### src/rtl/pipe_ctrl.sv
// Hazard/flush controller: stall and clear strobes for the F/D/E/M/W
// registers, the mult/div busy counter, and exception/eret PC redirect.
module pipe_ctrl #(
   parameter int MULT_CYCLES = 5,
   parameter int DIV_CYCLES  = 10
) (
   input  logic clk,
   input  logic reset,
   input  logic stall_req_D,
   input  logic md_start_E,
   input  logic md_is_div_E,
   input  logic md_use_D,
   input  logic exc_M,
   input  logic eret_D,
   input  logic mtc0_epc_E,
   input  logic mtc0_epc_M,
   output logic stallF,
   output logic stallD,
   output logic clrD,
   output logic clrE,
   output logic clrM,
   output logic clrW,
   output logic pc_sel_exc,
   output logic pc_sel_epc,
   output logic md_busy
);

   typedef enum logic {RUN, FLUSH} state_t;

   localparam logic [3:0] MultLoad = 4'(MULT_CYCLES);
   localparam logic [3:0] DivLoad  = 4'(DIV_CYCLES);

   state_t     st;
   state_t     stNext;
   logic [3:0] mdCnt;
   logic       excTake;
   logic       eretRun;
   logic       epcPend;
   logic       stall;

   assign md_busy = (mdCnt != 4'd0);
   assign excTake = exc_M && (st == RUN);
   assign eretRun = eret_D && (st == RUN);
   assign epcPend = mtc0_epc_E || mtc0_epc_M;
   assign stall   = stall_req_D || (md_use_D && (md_busy || md_start_E));

   always_ff @(posedge clk or posedge reset) begin
      if (reset) begin
         st <= RUN;
      end else begin
         st <= stNext;
      end
   end

   // A start killed by a coincident exception is younger; it never loads.
   always_ff @(posedge clk or posedge reset) begin
      if (reset) begin
         mdCnt <= 4'd0;
      end else if (md_start_E && !excTake) begin
         mdCnt <= md_is_div_E ? DivLoad : MultLoad;
      end else if (mdCnt != 4'd0) begin
         mdCnt <= mdCnt - 4'd1;
      end
   end

   always_comb begin
      stNext     = RUN;
      stallF     = 1'b0;
      stallD     = 1'b0;
      clrD       = 1'b0;
      clrE       = 1'b0;
      clrM       = 1'b0;
      clrW       = 1'b0;
      pc_sel_exc = 1'b0;
      pc_sel_epc = 1'b0;
      if (!reset) begin
         if (excTake) begin
            clrD       = 1'b1;
            clrE       = 1'b1;
            clrM       = 1'b1;
            clrW       = 1'b1;
            pc_sel_exc = 1'b1;
            stNext     = FLUSH;
         end else if (eretRun && !epcPend) begin
            pc_sel_epc = 1'b1;
            clrD       = 1'b1;
         end else if (stall || eretRun) begin
            // eret waits here until the EPC write ahead of it retires
            stallF = 1'b1;
            stallD = 1'b1;
            clrE   = 1'b1;
         end
      end
   end

endmodule

### config.mk
export PLATFORM = sky130hd
export DESIGN_NAME = pipe_ctrl
export DESIGN_NICKNAME = d
export VERILOG_FILES = /design/src/rtl/pipe_ctrl.sv
export SDC_FILE = /design/constraint.sdc
export NUM_CORES = 1
export LEC_CHECK = 0
export CAP_MARGIN = 15
export CORE_AREA = 4 4 41 43
export DETAILED_ROUTE_END_ITERATION = 16
export DIE_AREA = 0 0 45 47
export GPL_TIMING_DRIVEN = 0
export PLACE_DENSITY = 0.58
export SKIP_LAST_GASP = 1
export SYNTH_ARGS = -nofsm -noshare
export SYNTH_HDL_FRONTEND = slang
export SYNTH_SLANG_ARGS = --single-unit
### constraint.sdc
create_clock -name clk -period 2.7 [get_ports clk]
set_input_delay 0.81 -clock clk [delete_from_list [all_inputs] [get_ports clk]]
set_output_delay 0.81 -clock clk [all_outputs]
set_load 0.005 [all_outputs]
==> results.txt, run 1 <==
The logs give 1010 microns for the routed wire length and 351 MHz for the maximum operating frequency. The tools report the source of the worst register-to-register timing path as mdCnt[0]. Path category of the worst min-delay check: input pin to async pin. In the post-synthesis netlist, the biggest area contributors are sky130_fd_sc_hd__dfrtp_1, sky130_fd_sc_hd__ha_1, sky130_fd_sc_hd__buf_4, sky130_fd_sc_hd__mux2_2, sky130_fd_sc_hd__mux2i_1. The arrival time reported for the critical path endpoint was 2.04 ns; the number of antenna violations at the first check in global routing was 0.

In this run the tightest slew margin relative to its limit is 84.3%. The worst slack after detailed placement was -0.849 ns; the maximum single-stage delay on the critical path was 0.54 ns. Per report_power, the clock group accounts for 18.7% of the total. For this configuration, the core starts out at a cell density of 29.9%. The number of global-route vias before repair came out at 386.

The analysis attributes to net switching a power of 146 uW. The number of inserted diodes came out at 0. The endpoint identified for the worst register-to-register timing path is mdCnt[1]. Entering global routing, the biggest net connects 7 pins. The run gives 1300 sq um as the placeable core area.

For this design the static power due to leakage is 0.351 nW. The worst setup path is launched from an input pin. The critical path goes through buf_6 -> or4b_4 -> a221oi_4 -> nor3b_2 -> buf_4 -> buf_6. The actual slew at the worst max-slew pin is 0.236 ns, and the maximum clock path buffer count is 2.

Counting flops and latches in the post-synthesis netlist gives 5. Setup violations remaining at the end of the flow were counted as 3. The run gives 0 as the violation count after the first detailed-route iteration. In this run the core area contains 13 standard-cell rows. In this run the worst path has a maximum fanout of 3. The number of vias per cell after detailed routing was 4.75; the clock transition at the register clock pins on the worst setup and hold paths after CTS was 0.04 ns. In this run the power density over the cells is 668 nW/um^2. Synthesis handed over a netlist of 41 instances.

The largest total area in the synthesized netlist belongs to sky130_fd_sc_hd__dfrtp_1. The depth of the worst register-to-register path was 6; the chip width was 45 microns. Global routing finished with a remaining overflow of 0. Across the VDD grid, the largest voltage drop is 391 uV. The count of buffers inserted at the top-level ports was 18; the total internal power was 305 uW.

For this design, the slowest cell found on the critical path is sky130_fd_sc_hd__or4b_4. Net switching fraction of the power: 32.4%. In the final layout, the share of cells above drive strength 1 is 50.0%. The most frequent cell on the critical path is sky130_fd_sc_hd__buf_6. Broken down by cell family, the worst path's largest delay share belongs to simple AND/OR/NAND/NOR gates.

The tools report the first-pass iteration count of the detailed router as 1. In this run the count of I/O pins placed on the die edge is 19. Summing internal, switching and leakage power gives 452 uW. The run finished, with violations left. By startpoint and endpoint, the worst setup path is classified as input pin to output port. Counting every net in the synthesized netlist gives 53. For this run, the post-layout net count is 83. The final reports fail on negative setup slack. Final period utilization: 106%. After synthesis, the share of flip-flops with an asynchronous set or reset is 100%. The slack of the worst reg-to-reg path is 1.13 ns.

Across all layers, the routed design uses 404 vias. The average instance area after synthesis was 9.49 sq um. The final worst slack was -0.150 ns; the number of slew-limit violations in the final report was 0. From synthesis to final layout, the design area changed by 74.0%.

CTS saw 5 sinks. The routability congestion estimate was 0.773; the netlist area before placement was 389 sq um. The worst clock skew on the final layout came out at 0.000780 ns. The vertical extent of the die came out at 47 microns. Once placement finished, the instance area stood at 588 sq um. After routing, the total negative slack on setup checks comes to -0.335 ns. The number of max-cap violations is 0, and the total number of H-tree levels is 1.

The logs give 0.24 ns for the clock insertion delay at the later pin of the skew report and 1.89 ns for the required time at the endpoint of the critical path. The logs give 74 for the number of cells after detailed placement and 10.3% for the global-route usage over all layers. The worst setup path is captured at an output port. The first-pass GRT wire length is 1600 microns. The cell sitting at the root of the clock tree is a sky130_fd_sc_hd__clkbuf_4.

In the synthesized netlist the dominant register cell turns out to be sky130_fd_sc_hd__dfrtp_1. The proportion of power drawn by combinational gates came out at 51.3%. Setup repair after global routing could not meet its margin everywhere.

The finished layout cell area was 677 sq um; the number of remaining DRC errors was 0. TritonCTS built the clock tree. The number of warning messages in the yosys log is 0. The count of different cell masters after synthesis was 25; the critical path buffer and inverter count was 3.

The number of hold violations in the final report is 0, and the total CTS buffers is 3. For the proportion of power drawn by flip-flops and latches, the log shows 30.0%. The time the worst path needs with I/O delays and setup was 2.85 ns; the total die area was 2120 sq um. The part of the Yosys area used for sequential elements was 32.2%; the number of synthesized flops with an enable pin was 0.

The fraction of post-synthesis cell area in the top cell type by area is 32.2%, and the half-perimeter wire length after detailed placement is 736 microns. Dividing the detail-routed wire length by the instance count gives 11.9 microns. The tools report the number of non-filler instances in the completed layout as 85. The count of nets left with antenna violations once routing finished came out at 0. By count the netlist is led by sky130_fd_sc_hd__dfrtp_1, sky130_fd_sc_hd__inv_1, sky130_fd_sc_hd__buf_4.
[layer usage]
layer | vias to the layer above | track usage (%) | routed length (microns)
met5 | - | 0 | 0
met4 | 0 | 5.26 | 14
met3 | 2 | 1.53 | 83
met2 | 14 | 17.5 | 512
met1 | 189 | 12.7 | 402
li1 | 199 | - | -
[power by group through the flow]
| stage | combinational, mW | sequential (mW) | clock [mW] |
|---|---|---|---|
| 4_1_cts | 0.212 | 0.138 | 0.0887 |
| 2_1_floorplan | 0.144 | 0.130 | 0 |
| 5_1_grt | 0.264 | 0.142 | 0.0912 |
| 3_5_place_dp | 0.204 | 0.138 | 0 |
| 3_3_place_gp | 0.199 | 0.139 | 0 |
| 6_report | 0.232 | 0.136 | 0.0847 |
[worst max path at each step]
stage / start / to / slack (ns) / cells past startpoint
2_1_floorplan: md_start_E / stallF / 0.08 / 4
3_3_place_gp: md_start_E / stallF / -0.85 / 6
3_5_place_dp: md_start_E / stallF / -0.85 / 6
4_1_cts: md_start_E / stallF / -0.15 / 6
5_1_grt: mdCnt[1] / stallF / -0.22 / 7
6_report: md_start_E / stallF / -0.15 / 6
[cell families (layout without fill, tap and decap cells)]
logic type               count (synthesis)  in the layout  share of synthesized area, %
XOR/XNOR                                 1              1                          2.25
AO/OA/AOI/OAI                            6              6                          12.2
multiplexers                             4              4                          10.9
flip-flops                               5              5                          32.2
AND/OR/NAND/NOR                         14             14                          24.4
buffers and inverters                    9             38                          11.6
adder cells (fa/ha/maj)                  2              2                          6.43
[through the flow]
stage	hold WS (ns)	utilization, %
finish	0.548	52.0
global route	0.568	52.0
CTS	0.630	51.1
detailed placement	0.622	45.2
global placement	0.624	45.2
floorplan	0.570	-
[cell usage in the layout, fill, tap and decap left out, drive strengths merged, types with 2 or more instances in the layout]
| cell | netlist | final |
|---|---|---|
| clkdlybuf4s50 | 0 | 4 |
| dlymetal6s2s | 0 | 2 |
| mux2 | 2 | 2 |
| dfrtp | 5 | 5 |
| or3b | 2 | 2 |
| mux2i | 2 | 2 |
| clkbuf | 1 | 9 |
| inv | 5 | 5 |
| nor2 | 2 | 2 |
| buf | 3 | 16 |
| nand2b | 2 | 2 |
| ha | 2 | 2 |
[repair_timing]
| action | CTS | global route |
|---|---|---|
| buffers inserted | 3 | 4 |
| hold buffers | 0 | 0 |
| resized for setup | 40 | 13 |
| setup endpoints to repair | 9 | 7 |
| cloned | 0 | 0 |
| pin swaps | 6 | 4 |
[area by class of cell]
class / instances / area (sq um)
repair buffers: 25 / 204
fillers: 127 / 624
inverters: 5 / 18.8
well taps: 15 / 18.8
clock buffers: 4 / 26.3
flip-flops and latches: 5 / 125
plain buffers: 4 / 26.3
multi-input cells: 27 / 258
[registers in the layout, summed over array words and instances, names as in the netlist]
| name | cells |
|---|---|
| mdCnt | 4 |
| st | 1 |
No activity file was read; power rests on OpenSTA's default activity.
==> inputs of run 2 (changes only) <==
--- a/config.mk
+++ b/config.mk
@@ -10,7 +10,7 @@
 export DETAILED_ROUTE_END_ITERATION = 16
 export DIE_AREA = 0 0 45 47
 export GPL_TIMING_DRIVEN = 0
-export PLACE_DENSITY = 0.58
+export PLACE_DENSITY = 0.6
 export SKIP_LAST_GASP = 1
 export SYNTH_ARGS = -nofsm -noshare
 export SYNTH_HDL_FRONTEND = slang
==> constraint.sdc (replaced) <==
create_clock -name clk -period 2.3 [get_ports clk]
set_input_delay 0.69 -clock clk [delete_from_list [all_inputs] [get_ports clk]]
set_output_delay 0.69 -clock clk [all_outputs]
set_load 0.005 [all_outputs]
==> results.txt, run 2 (synthesis gave the netlist of run 1 again) <==
In this run the power spent charging and discharging nets is 191 uW. The maximum operating frequency is 389 MHz. The total internal power came out at 385 uW. TritonCTS built the clock tree. The run finished, with violations left. In the layout the commonest cells are sky130_fd_sc_hd__buf_4, sky130_fd_sc_hd__dfrtp_1, sky130_fd_sc_hd__dlygate4sd2_1, sky130_fd_sc_hd__buf_2.

The die is 45 microns wide. Of the total power, the share spent switching nets is 33.2%. The required time at the endpoint of the critical path was 1.61 ns.

The register with the most flip-flops in the layout has 4 of them. In this run the count of I/O pins placed on the die edge is 19. The worst setup path is captured at an output port. The sum of negative setup slack is -0.669 ns, and the final number of setup-violating endpoints is 4. The signal on the critical path passes through buf_6 -> or4b_4 -> a221oi_4 -> nor3b_2 -> buf_4 -> buf_6. Timing analysis after detailed placement gives a worst setup slack of -0.964 ns. Summed over all nets, the half-perimeter wirelength after detailed placement is 744 microns.

After the first detailed-routing iteration, the DRC count stood at 2. The number of max-cap violations was 0; the number of antenna violations at the first check in global routing was 0. For the first-pass GRT wire length, the log shows 1770 microns. For this design, the CTS-stage hold fixing added 0 buffers. The source of the worst register-to-register timing path was mdCnt[1]. For this block, the via count after detailed routing is 392.

At the later pin of the worst-skew pair, clock insertion delay measures 0.23 ns. Registers take 125 sq um. Summing all placed instances gives a cell area of 593 sq um.

In this run, flip-flops and latches consume 28.3% of the power. The tools report the launch point of the critical path as md_start_E. The area of combinational cells with multiple inputs was 270 sq um; the arrival time reported for the critical path endpoint was 1.88 ns.

The congestion estimate from routability-driven global placement came to 0.731. The routed design could run at a clock period as short as 2.57 ns. The actual slew at the worst max-slew pin is 0.227 ns.

Setup repair after global routing could not meet its margin everywhere. Once the floorplan was initialized, standard cells occupied 29.9% of the core. The global-route usage over all layers came out at 11.4%. On the critical path, the stage with the largest delay is an instance of sky130_fd_sc_hd__or4b_4.

The tools report the placeable core area as 1300 sq um. The proportion of power drawn by combinational gates came out at 54.5%. The final reports fail on negative setup slack. In this run the worst path has a maximum fanout of 2.

Power spread over the standard cell area amounts to 843 nW/um^2. The total die area was 2120 sq um; the routed wire length was 979 microns. In the routed layout, each cell is associated on average with a via count of 4.72.

The first-pass iteration count of the detailed router is 2, and the final antenna-violating net count is 0. For this design the static power due to leakage is 0.337 nW. The final worst slack is -0.269 ns, and the number of remaining DRC errors is 0. For the number of inserted diodes, the log shows 0.

The maximum single-stage delay on the critical path is 0.52 ns, and the signed area change from the synthesized netlist to the final layout is 75.6%. Entering global routing, the biggest net connects 7 pins. The logs give 520 uV for the worst vdd rail ir drop and 2 for the maximum clock path buffer count. The net count of the finished layout is 81. The number of slew-limit violations in the final report was 0. The tree is rooted in a sky130_fd_sc_hd__clkbuf_4.

Dividing the detail-routed wire length by the instance count gives 11.8 microns. The largest registers in the layout are mdCnt: 4 flops, st: 1 flops. The vertical extent of the die is 47 microns, and the leftover overflow at the end of global routing is 0. The clock transition at the register clock pins on the worst setup and hold paths after CTS was 0.04 ns; the count of buffers inserted at the top-level ports was 18.

The register with the most flip-flops in the final layout is mdCnt. The path category of the worst min-delay check was input pin to async pin. Between clock sinks in the finished design, the worst skew comes to 0.00297 ns. The startpoint class of the critical path is an input pin. In this run the tightest slew margin relative to its limit is 84.9%. Clock tree synthesis found a total of 5 sinks. The number of fill cells was 127; the final core utilization was 52.5%. The fraction of final layout cells with drive strength greater than 1 was 54.4%. The run gives 0 as the number of hold violations in the final report.

Leaving out fill and tap cells, the most frequent cell in the layout is sky130_fd_sc_hd__buf_4. The type of the worst setup path is input pin to output port. The total number of H-tree levels was 1; the final period utilization was 112%.

Most frequent cell on the critical path: sky130_fd_sc_hd__buf_6. The share of total power dissipated in the clock network is 17.2%. Summing all non-filler instances in the final layout gives an area of 683 sq um. Clock tree synthesis inserted a total of 3 buffers. The tools report the smallest hold slack as 0.494 ns. Row generation in the floorplan step produced 13 rows. The number of global-route vias before repair came out at 419.
[run 2: cell count changes in the layout (fill, tap and decap cells not counted), sizes merged]
cell / before / now
buf: 16 / 15
dlygate4sd2: 1 / 4
clkbuf: 9 / 5
dlymetal6s2s: 2 / 0
clkdlybuf4s15: 1 / 4
clkdlybuf4s50: 4 / 3
[run 2: what timing repair did]
action / CTS / global route
pin swaps: 9 / 2
setup endpoints to repair: 9 / 7
gates cloned: 0 / 0
resized for setup: 54 / 2
buffers inserted: 7 / 0
[run 2: worst max-delay path: cells and delay by family]
| family | cells | cell delay, ns |
|---|---|---|
| compound gates | 1 | 0.26 |
| buf+inv | 3 | 0.32 |
| simple gates | 2 | 0.60 |
[run 2: routing by layer]
layer / wire length, microns / part of all wire [%] / global-route usage, %
met1: 395 / 40 / 13.6
met2: 462 / 47 / 19.2
met3: 120 / 12 / 3.07
met4: 0 / 0 / 5.26
met5: 0 / 0 / 0
[run 2: path summary, 6_finish.rpt]
kind | endpoint | slack, ns | cells after the start
max | stallF | -0.27 | 6
min | mdCnt[2] | 0.49 | 2
max reg2reg | mdCnt[1] | 0.79 | 6
min reg2reg | mdCnt[2] | 0.65 | 2
max in group asynchronous | mdCnt[0] | 1.67 | 2
min in group clk | mdCnt[2] | 0.65 | 2
[run 2: cell type report]
cell class	instances	area share, %
timing repair buffer	24	29.5
sequential	5	18.3
clock buffer	4	3.85
tap	15	2.75
multi-input combinational	27	39.6
inverter	5	2.75
buffer	3	3.30
[run 2: through the flow]
stage,power [mW],std cells
6_report,0.576,83
3_5_place_dp,0.406,74
2_1_floorplan,0.323,41
4_1_cts,0.587,84
5_1_grt,0.640,83
3_3_place_gp,0.400,74
[run 2: power groups by stage]
| stage | Sequential [mW] | Clock, mW | Combinational, mW |
|---|---|---|---|
| 4_1_cts | 0.164 | 0.104 | 0.320 |
| 3_5_place_dp | 0.163 | 0 | 0.243 |
| 3_3_place_gp | 0.164 | 0 | 0.236 |
| 5_1_grt | 0.168 | 0.111 | 0.361 |
| 6_report | 0.163 | 0.0990 | 0.314 |
| 2_1_floorplan | 0.153 | 0 | 0.170 |
==> RTL change (flow settings as in run 1) <==
Add an input register stage for `md_is_div_E`; this delays it by one clock. The other inputs are not delayed to match.
--- a/src/rtl/pipe_ctrl.sv
+++ b/src/rtl/pipe_ctrl.sv
@@ -31,4 +31,10 @@
    localparam logic [3:0] DivLoad  = 4'(DIV_CYCLES);
 
+   logic md_is_div_E_q;
+
+   always_ff @(posedge clk) begin
+      md_is_div_E_q <= md_is_div_E;
+   end
+
    state_t     st;
    state_t     stNext;
@@ -58,5 +64,5 @@
          mdCnt <= 4'd0;
       end else if (md_start_E && !excTake) begin
-         mdCnt <= md_is_div_E ? DivLoad : MultLoad;
+         mdCnt <= md_is_div_E_q ? DivLoad : MultLoad;
       end else if (mdCnt != 4'd0) begin
          mdCnt <= mdCnt - 4'd1;
Formal check against the unedited RTL: not equivalent (a bounded check fails within 10 cycles, from zero or initial values and one cycle with reset high).
==> RTL change against run 1 <==
- design area is 6.3% higher
- worst setup slack better by 0.070 ns
- clock skew increased by 0.0046 ns
- the flow still finishes with violations (setup timing)
- routed wire length rose by 2.3%
- maximum frequency rose by 2.5%
- synthesized area up 2.3%
- sequential cell count up 1
- combinational power up 2%
- first-iteration DRC count grew 3
- count of clock-buffer cells in the layout did not move
- power grew 5.2%
- final cell count is 5.9% higher
==> RTL change: results (changes against run 1) <==
status: "finished with violations"  # unchanged
violations: "setup timing"  # unchanged
dr.pass1.iters: 4  # was 1
p_total_uw: 475.3  # was 451.9 uW
dr_total_vias: 418  # was 404
seq_area_frac_synth: 0.3648  # was 0.3215
final.fill_count: 138  # was 127
place_hpwl_microns: 739.8  # was 736.4 microns
cts_resized: 39  # was 40
synthDistinctLibCells: 22  # was 25
wl_mm: 1.037  # was 1.014 mm
relSlewSlack: 0.8383  # was 0.8428
synthTopCellsByCount: "6 x inv_1, 5 x dfrtp_1, 3 x buf_4, 3 x o21ai_0, 3 x xnor2_1"  # was 5 x dfrtp_1, 5 x inv_1, 3 x buf_4
clock-skew-final_ns: 0.005341  # was 0.0007804 ns
synthToLayoutAreaGrowth_pct: 80.82  # was 73.96%
ys_top_cells_by_area: "dfrtp_1 31%, xnor2_1 6.6%, ha_1 6.3%"  # was dfrtp_1 32%, ha_1 6.4%, buf_4 5.8%
viasPerCell: 4.644  # was 4.753
cp.arrival_ns: 1.97  # was 2.04 ns
n_all_inverters: 6  # was 5
ir_drop_v: 0.0003485  # was 0.0003912 V
dp_slack_ns: -0.8871  # was -0.8489 ns
post-cts-setup-buffers: 11  # was 3
p_sw_frac: 0.3336  # was 0.3240
placedCellCount: 75  # was 74
grt_pass1_wl_mm: 1.731  # was 1.600 mm
seq_cells: 6  # was 5
layout.nonclk_buf_frac: 0.3687  # was 0.3401
seq_area_sq_um: 145.1  # was 125.1 sq um
gp_congestion: 0.7126  # was 0.7729
clk_share: 0.03652  # was 0.03882
crit_path_max_fanout: 2  # was 3
grt_pass1_vias: 432  # was 386
place_area_sq_um: 596.8  # was 588.1 sq um
setup_violations: 3  # unchanged
slowest_delay_ns: 0.48  # was 0.54 ns
tns_ns: -0.1613  # was -0.3346 ns
initialDrtViolationCount: 3  # was 0
cts_buffer_depth: 2  # unchanged
p_clk_frac: 0.183  # was 0.187
ys_async_sr_fraction: 0.8333  # was 1.000
cts-buffers-inserted: 3  # unchanged
hold_class: "reg -> reg"  # was in -> async
fin_ws_ns: -0.07998  # was -0.1500 ns
synthCells: 42  # was 41
groute.usage.overall: 0.1199  # was 0.1033
multi_input_gates: 26  # was 27
syn-num-nets: 54  # was 53
multi_input_area_sq_um: 241.5  # was 257.7 sq um
drive_gt1_frac: 0.4800  # was 0.5000
reg_top3: "mdCnt (4), md_is_div_E_q (1), st (1)"  # was mdCnt (4), st (1)
final.signal_buffer_count: 33  # was 29
pg_comb_uw: 237  # was 232 uW
nets: 88  # was 83
-- RTL change: worst paths after layout --
kind                       cells after the start          start  slack [ns]       end
max                                            6     md_start_E       -0.08      clrE
min                                            1  md_is_div_E_q        0.46  mdCnt[0]
max reg2reg                                    7             st        1.14  mdCnt[1]
min reg2reg                                    1  md_is_div_E_q        0.46  mdCnt[0]
max in group asynchronous                      3          reset        1.97  mdCnt[3]
min in group asynchronous                      3          reset        0.62  mdCnt[2]
-- RTL change: cells by family (layout without fill, tap and decap cells) --
family	count (synthesis)	after routing	synth area share
AOI/OAI and AO/OA	8	8	0.1509
adders and majority gates	2	2	0.06288
DFF	6	6	0.3648
muxes	2	2	0.05032
buffers and inverters	10	43	0.1226
and+or+nand+nor	11	11	0.1824
xor gates and xnor gates	3	3	0.06605
-- RTL change: routing by layer --
metal	GRT usage	part of all wire
met1	0.1270	0.41
met5	0	0
met2	0.2062	0.48
met3	0.04215	0.089
met4	0.07018	0.012
